File: src/rtl/branch_predictor_btb.sv
// Branch predictor with branch target buffer.
// Direct-mapped table of tagged entries holding a saturating direction counter
// and a stored target. Fetch reads the table combinationally and execute trains it.
// After reset a sequencer clears the table one entry per cycle before lookups
// and updates are honoured. Two saturating statistics counters track resolved
// branches and mispredictions.
module branch_predictor_btb #(
    parameter int XLEN         = 32,
    parameter int ENTRIES      = 64,
    parameter int TAG_BITS     = 8,
    parameter int CTR_BITS     = 2,
    parameter int PREDICT_MODE = 1
) (
    input  logic            clk,
    input  logic            reset,
    output logic            ready,
    input  logic [XLEN-1:0] lookup_pc,
    output logic            pred_hit,
    output logic            pred_taken,
    output logic [XLEN-1:0] pred_target,
    input  logic            update_valid,
    input  logic [XLEN-1:0] update_pc,
    input  logic            update_taken,
    input  logic [XLEN-1:0] update_target,
    input  logic            update_mispredict,
    output logic [31:0]     branch_count,
    output logic [31:0]     mispredict_count
);

    localparam int IDX = $clog2(ENTRIES);
    localparam logic [IDX-1:0]      INIT_LAST = IDX'(ENTRIES - 1);
    localparam logic [CTR_BITS-1:0] CTR_MAX   = '1;
    localparam logic [CTR_BITS-1:0] CTR_WEAK  = CTR_BITS'(1) << (CTR_BITS - 1);

    typedef enum logic {ST_INIT, ST_RUN} state_t;

    state_t          state_q, state_d;
    logic [IDX-1:0]  init_idx_q;

    logic                valid_q  [ENTRIES];
    logic [TAG_BITS-1:0] tag_q    [ENTRIES];
    logic [CTR_BITS-1:0] ctr_q    [ENTRIES];
    logic [XLEN-1:0]     target_q [ENTRIES];

    logic [IDX-1:0]      lookup_idx, upd_idx;
    logic [TAG_BITS-1:0] lookup_tag, upd_tag;
    logic                upd_en, upd_hit;
    logic                unused_pc_bits;

    assign lookup_idx = lookup_pc[IDX+1:2];
    assign lookup_tag = lookup_pc[IDX+2+TAG_BITS-1:IDX+2];
    assign upd_idx    = update_pc[IDX+1:2];
    assign upd_tag    = update_pc[IDX+2+TAG_BITS-1:IDX+2];

    // Byte-offset and above-tag PC bits take no part in indexing or matching.
    assign unused_pc_bits = ^{lookup_pc[1:0], update_pc[1:0],
                              lookup_pc >> (IDX + 2 + TAG_BITS),
                              update_pc >> (IDX + 2 + TAG_BITS)};

    // State register and clear-sequencer index; reset restarts the clear from entry 0.
    always_ff @(posedge clk) begin
        // NOTE: sequential state uses non-blocking assignments so every flop
        // samples pre-edge values regardless of statement order.
        if (reset) begin
            state_q    <= ST_INIT;
            init_idx_q <= '0;
        end else begin
            state_q <= state_d;
            if (state_q == ST_INIT) begin
                init_idx_q <= init_idx_q + IDX'(1);
            end
        end
    end

    // Next-state and ready decode: leave INIT after the last entry is cleared.
    always_comb begin
        // NOTE: every output of this block gets a default first so no path
        // leaves a signal unassigned and infers a latch.
        state_d = state_q;
        ready   = 1'b0;
        case (state_q)
            ST_INIT: if (init_idx_q == INIT_LAST) state_d = ST_RUN;
            ST_RUN:  ready = 1'b1;
            default: state_d = ST_INIT;
        endcase
    end

    // Combinational lookup; reads see the table before any same-cycle update.
    always_comb begin
        pred_hit    = ready && valid_q[lookup_idx] && (tag_q[lookup_idx] == lookup_tag);
        pred_taken  = pred_hit && ctr_q[lookup_idx][CTR_BITS-1] && (PREDICT_MODE == 1);
        pred_target = pred_hit ? target_q[lookup_idx] : '0;
    end

    assign upd_en  = update_valid && ready && !reset;
    assign upd_hit = valid_q[upd_idx] && (tag_q[upd_idx] == upd_tag);

    // Table write port: clear one entry per cycle in INIT, train on resolved branches in RUN.
    always_ff @(posedge clk) begin
        // NOTE: the table has no reset term; the sequencer clears valid/ctr
        // after reset, and tag/target are don't-care while an entry is invalid.
        if (state_q == ST_INIT) begin
            valid_q[init_idx_q] <= 1'b0;
            ctr_q[init_idx_q]   <= '0;
        end else if (upd_en) begin
            if (upd_hit) begin
                if (update_taken) begin
                    if (ctr_q[upd_idx] != CTR_MAX) ctr_q[upd_idx] <= ctr_q[upd_idx] + CTR_BITS'(1);
                    target_q[upd_idx] <= update_target;
                end else if (ctr_q[upd_idx] != '0) begin
                    ctr_q[upd_idx] <= ctr_q[upd_idx] - CTR_BITS'(1);
                end
            end else if (update_taken) begin
                valid_q[upd_idx]  <= 1'b1;
                tag_q[upd_idx]    <= upd_tag;
                target_q[upd_idx] <= update_target;
                ctr_q[upd_idx]    <= CTR_WEAK;
            end
        end
    end

    // Saturating statistics; only updates honoured in RUN are counted.
    always_ff @(posedge clk) begin
        if (reset) begin
            branch_count     <= '0;
            mispredict_count <= '0;
        end else if (upd_en) begin
            if (branch_count != '1) branch_count <= branch_count + 32'd1;
            if (update_mispredict && (mispredict_count != '1)) begin
                mispredict_count <= mispredict_count + 32'd1;
            end
        end
    end

endmodule

File: config.mk
export PLATFORM = sky130hd
export DESIGN_NAME = branch_predictor_btb
export DESIGN_NICKNAME = d
export VERILOG_FILES = /design/src/rtl/branch_predictor_btb.sv
export SDC_FILE = /design/constraint.sdc
export NUM_CORES = 2
export LEC_CHECK = 0
export BUFFER_PORTS_ARGS = -buffer_cell sky130_fd_sc_hd__buf_2
export CORE_AREA = 2 2 570 430
export CTS_CLUSTER_SIZE = 14
export DETAILED_ROUTE_END_ITERATION = 16
export DIE_AREA = 0 0 572 432
export HOLD_SLACK_MARGIN = 0.03
export PLACE_DENSITY = 0.74
export SLEW_MARGIN = 20
export SYNTH_ARGS = -nofsm -noshare
export SYNTH_HDL_FRONTEND = slang
export SYNTH_SLANG_ARGS = --single-unit
File: constraint.sdc
create_clock -name clk -period 11 [get_ports clk]
set_input_delay 1.65 -clock clk [delete_from_list [all_inputs] [get_ports clk]]
set_output_delay 1.65 -clock clk [all_outputs]
set_load 0.01 [all_outputs]
==> impl_metrics.py <==
metrics = {
    "clocking": {
        "ctsResizeCount": 0,
        "htree_num_levels": 5,
        "cts_buffer_depth": 4,
        "postCtsSetupRepairBufs": 0,
        "cts_sinks": 2823,
        "cts_buffers": 280,
        "clkTransAtPathRegs_ps": 60,
        "cts_root_buf": "clkbuf_16",
        "cts_tree": "done",
        "clk_latency_ps": 860,
        "cts_hold_buf": 0,
    },
    "drt": {
        "drtIter0Drc": 10485,
        "routedWlPerCell_microns": 34.1,
        "viasPerCell": 6.70,
        "routed_wl_microns": 317000,
        "drc": 0,
        "ant_nets": 0,
        "dr.pass1.iters": 8,
        "vias": 62271,
    },
    "power": {
        "internal_power_mw": 17.4,
        "peakVddDrop_uv": 127,
        "p_sw_mw": 4.76,
        "cellPowerDensity_nw_per_um2": 171,
        "switching_share": 0.215,
        "p_clk_frac": 0.413,
        "seqPwrFrac": 0.532,
        "leakagePower_nw": 40.1,
        "pwr-share-comb": 0.055,
    },
    "placement": {
        "hpwl_microns": 174000,
        "io_buffers": 163,
        "place_congestion": 0.953,
    },
    "synthesis": {
        "dominantRegCellSynth": "edfxtp_1",
        "synth_area_leaders": "edfxtp_1 (72%), mux4_2 (18%), mux2i_1 (1.6%), dfxtp_1 (1.2%), nor2_1 (0.83%)",
        "synth_common_cells": "edfxtp_1 (2752), mux4_2 (909), nor2_1 (256)",
        "synth-seq-cells": 2823,
        "yosysMostFrequentCell": "edfxtp_1",
        "seq_area_frac_synth": 0.728,
        "synth_edf_count": 2752,
        "synth_cell_types": 82,
        "ys_warn_count": 0,
        "synthArstFlopShare": 0,
        "syn-instance-count": 5556,
        "avgSynthCellArea_sq_um": 20.8,
        "synth_area_sq_um": 116000,
        "syn_nets": 5660,
        "synth_top_area_share": 0.715,
        "synth_top_cell_by_area": "edfxtp_1",
    },
    "run_status": {
        "status": "complete, no violations",
    },
    "global_route": {
        "gr-total-overflow": 0,
        "grt_use_total": 0.254,
        "grt_max_degree": 147,
        "grt_pass1_wl_microns": 446000,
        "antenna_found_initial": 20,
        "first_global_vias": 60741,
    },
    "setup_path": {
        "path_buf_inv": 6,
        "worst_path_max_delay_cell": "buf_4",
        "max_stage_delay_ps": 720,
        "critPathMaxFanout": 71,
        "start_kind": "primary input",
        "cp.required_ps": 9350,
        "arrival_ps": 6820,
        "cpLargestDelayFamily": "buffers and inverters",
        "path_class": "in -> out",
        "worst_setup_path_end_kind": "output port",
        "crit_path_cell_trace": "buf_8 -> buf_12 -> buf_4 -> buf_4 -> buf_4 -> mux4_2 -> mux4_2 -> mux4_2 -> nor2b_1 -> buf_2",
    },
    "job": {
        "maxCapViolations": 0,
    },
    "floorplanning": {
        "die_y_microns": 432,
        "start_util": 0.477,
        "fp-row-count": 157,
        "core_sq_um": 242000,
        "io_pins": 200,
        "die-width_microns": 572,
        "die_area_sq_um": 247000,
    },
    "timing": {
        "period_minus_slack_ps": 8470,
        "period_share": 0.770,
        "slew_headroom": 0.178,
        "rsz0062_at_grt": "no",
        "setup_tns_ps": 0,
        "slew_violations": 0,
        "fmax_mhz": 118,
        "tightestPinTransition_ps": 1230,
        "hold_viol_final": 0,
        "fin_skew_ps": 45.8,
        "setup_viol": 0,
    },
    "layout": {
        "area_growth_pct": 12.1,
        "fin_nets": 5925,
        "final_core_util": 0.534,
        "drive_gt1_frac": 0.294,
        "fillers": 18023,
    },
    "hold_path": {
        "hold_class": "reg -> reg",
    },
}
==> metal layers <==
metal	up-vias	track usage	part of all wire
met5	-	0.00372	0.00055
met3	725	0.0791	0.14
met2	4920	0.375	0.45
met4	10	0.0865	0.037
met1	32639	0.359	0.37
li1	23977	-	-
==> power groups by stage <==
stage / combinational (mW) / sequential (mW) / clock [mW]
after floorplan: 0.710 / 12.0 / 0
after global placement: 1.15 / 12.0 / 0
after detailed placement: 1.18 / 12.0 / 0
after CTS: 1.18 / 11.8 / 9.22
after global routing: 1.26 / 11.8 / 9.59
final: 1.21 / 11.8 / 9.14
==> sequential cells by signal, summed over array words and instances, names as in the netlist <==
signal and cells:
state_q 1, mispredict_count 32, valid_q 64, tag_q 512, init_idx_q 6, target_q 2048
ctr_q 128, branch_count 32
==> layout make-up <==
| class | instances | area [sq um] | area share |
|---|---|---|---|
| flip-flops and latches | 2823 | 84100 | 0.649 |
| multi-input cells | 2356 | 30300 | 0.234 |
| clock buffers | 341 | 7420 | 0.0573 |
| well taps | 3259 | 4080 | 0.0315 |
| repair buffers | 340 | 2450 | 0.0189 |
| clock inverters | 140 | 1120 | 0.00865 |
| inverters | 20 | 75.1 | 0.000580 |
| diodes | 11 | 27.5 | 0.000213 |
==> stage by stage <==
stage	cell area [sq um]	std cells	hold slack [ps]	power [mW]	setup WS [ps]
final	130000	9290	504	22.1	2530
after global routing	129000	9281	520	22.6	2140
after CTS	129000	9273	504	22.2	2400
after detailed placement	121000	8792	495	13.2	2430
after global placement	121000	8792	483	13.2	2460
after floorplan	116000	5556	491	12.7	4240
==> final timing paths <==
check / endpoint / cells past startpoint / start / slack (ps)
worst max-delay path: pred_target[26] / 10 / lookup_pc[2] / 2530
worst min-delay path: branch_count[27] / 2 / branch_count[27] / 500
worst max register to register: ctr_q[0][1] / 10 / tag_q[1][7] / 6320
worst min register to register: branch_count[27] / 2 / branch_count[27] / 500
==> worst reg2reg max path: stages (launching register included) <==
cell and delay (ps):
edfxtp_1 400, mux2_2 290, a221o_1 300, a221oi_1 740, o2111ai_1 210, a2111oi_2 290
xor2_1 330, nand4b_4 280, o41a_1 450, a41o_4 490, o21ai_0 550
==> placed cells by master (no fill, tap or decap), drive strengths merged, types with 10 or more instances in the layout <==
cell type | Yosys | final
o22ai | 51 | 51
a21oi | 53 | 53
nand2b | 10 | 10
dfxtp | 71 | 71
mux2i | 188 | 188
xor2 | 38 | 38
clkbuf | 183 | 341
or2 | 13 | 13
and3 | 15 | 15
mux4 | 909 | 909
bufinv | 0 | 14
inv | 20 | 27
diode | 0 | 11
nand3 | 57 | 57
edfxtp | 2752 | 2752
nor2 | 257 | 257
a22oi | 62 | 62
nor3 | 24 | 24
a221oi | 37 | 37
a221o | 18 | 18
mux2 | 30 | 30
or3 | 17 | 17
clkinv | 0 | 116
a211oi | 26 | 26
buf | 174 | 340
o21ai | 127 | 127
xnor2 | 28 | 28
nor2b | 43 | 43
nand2 | 191 | 191
nand4 | 24 | 24
==> logic make-up after synthesis <==
group	synth area share
flops	0.728
buf+inv	0.0152
compound gates	0.0272
xor+xnor	0.00500
fa+ha+maj	0.000325
mux	0.196
simple gates	0.0282
No activity file was read; power rests on OpenSTA's default activity.
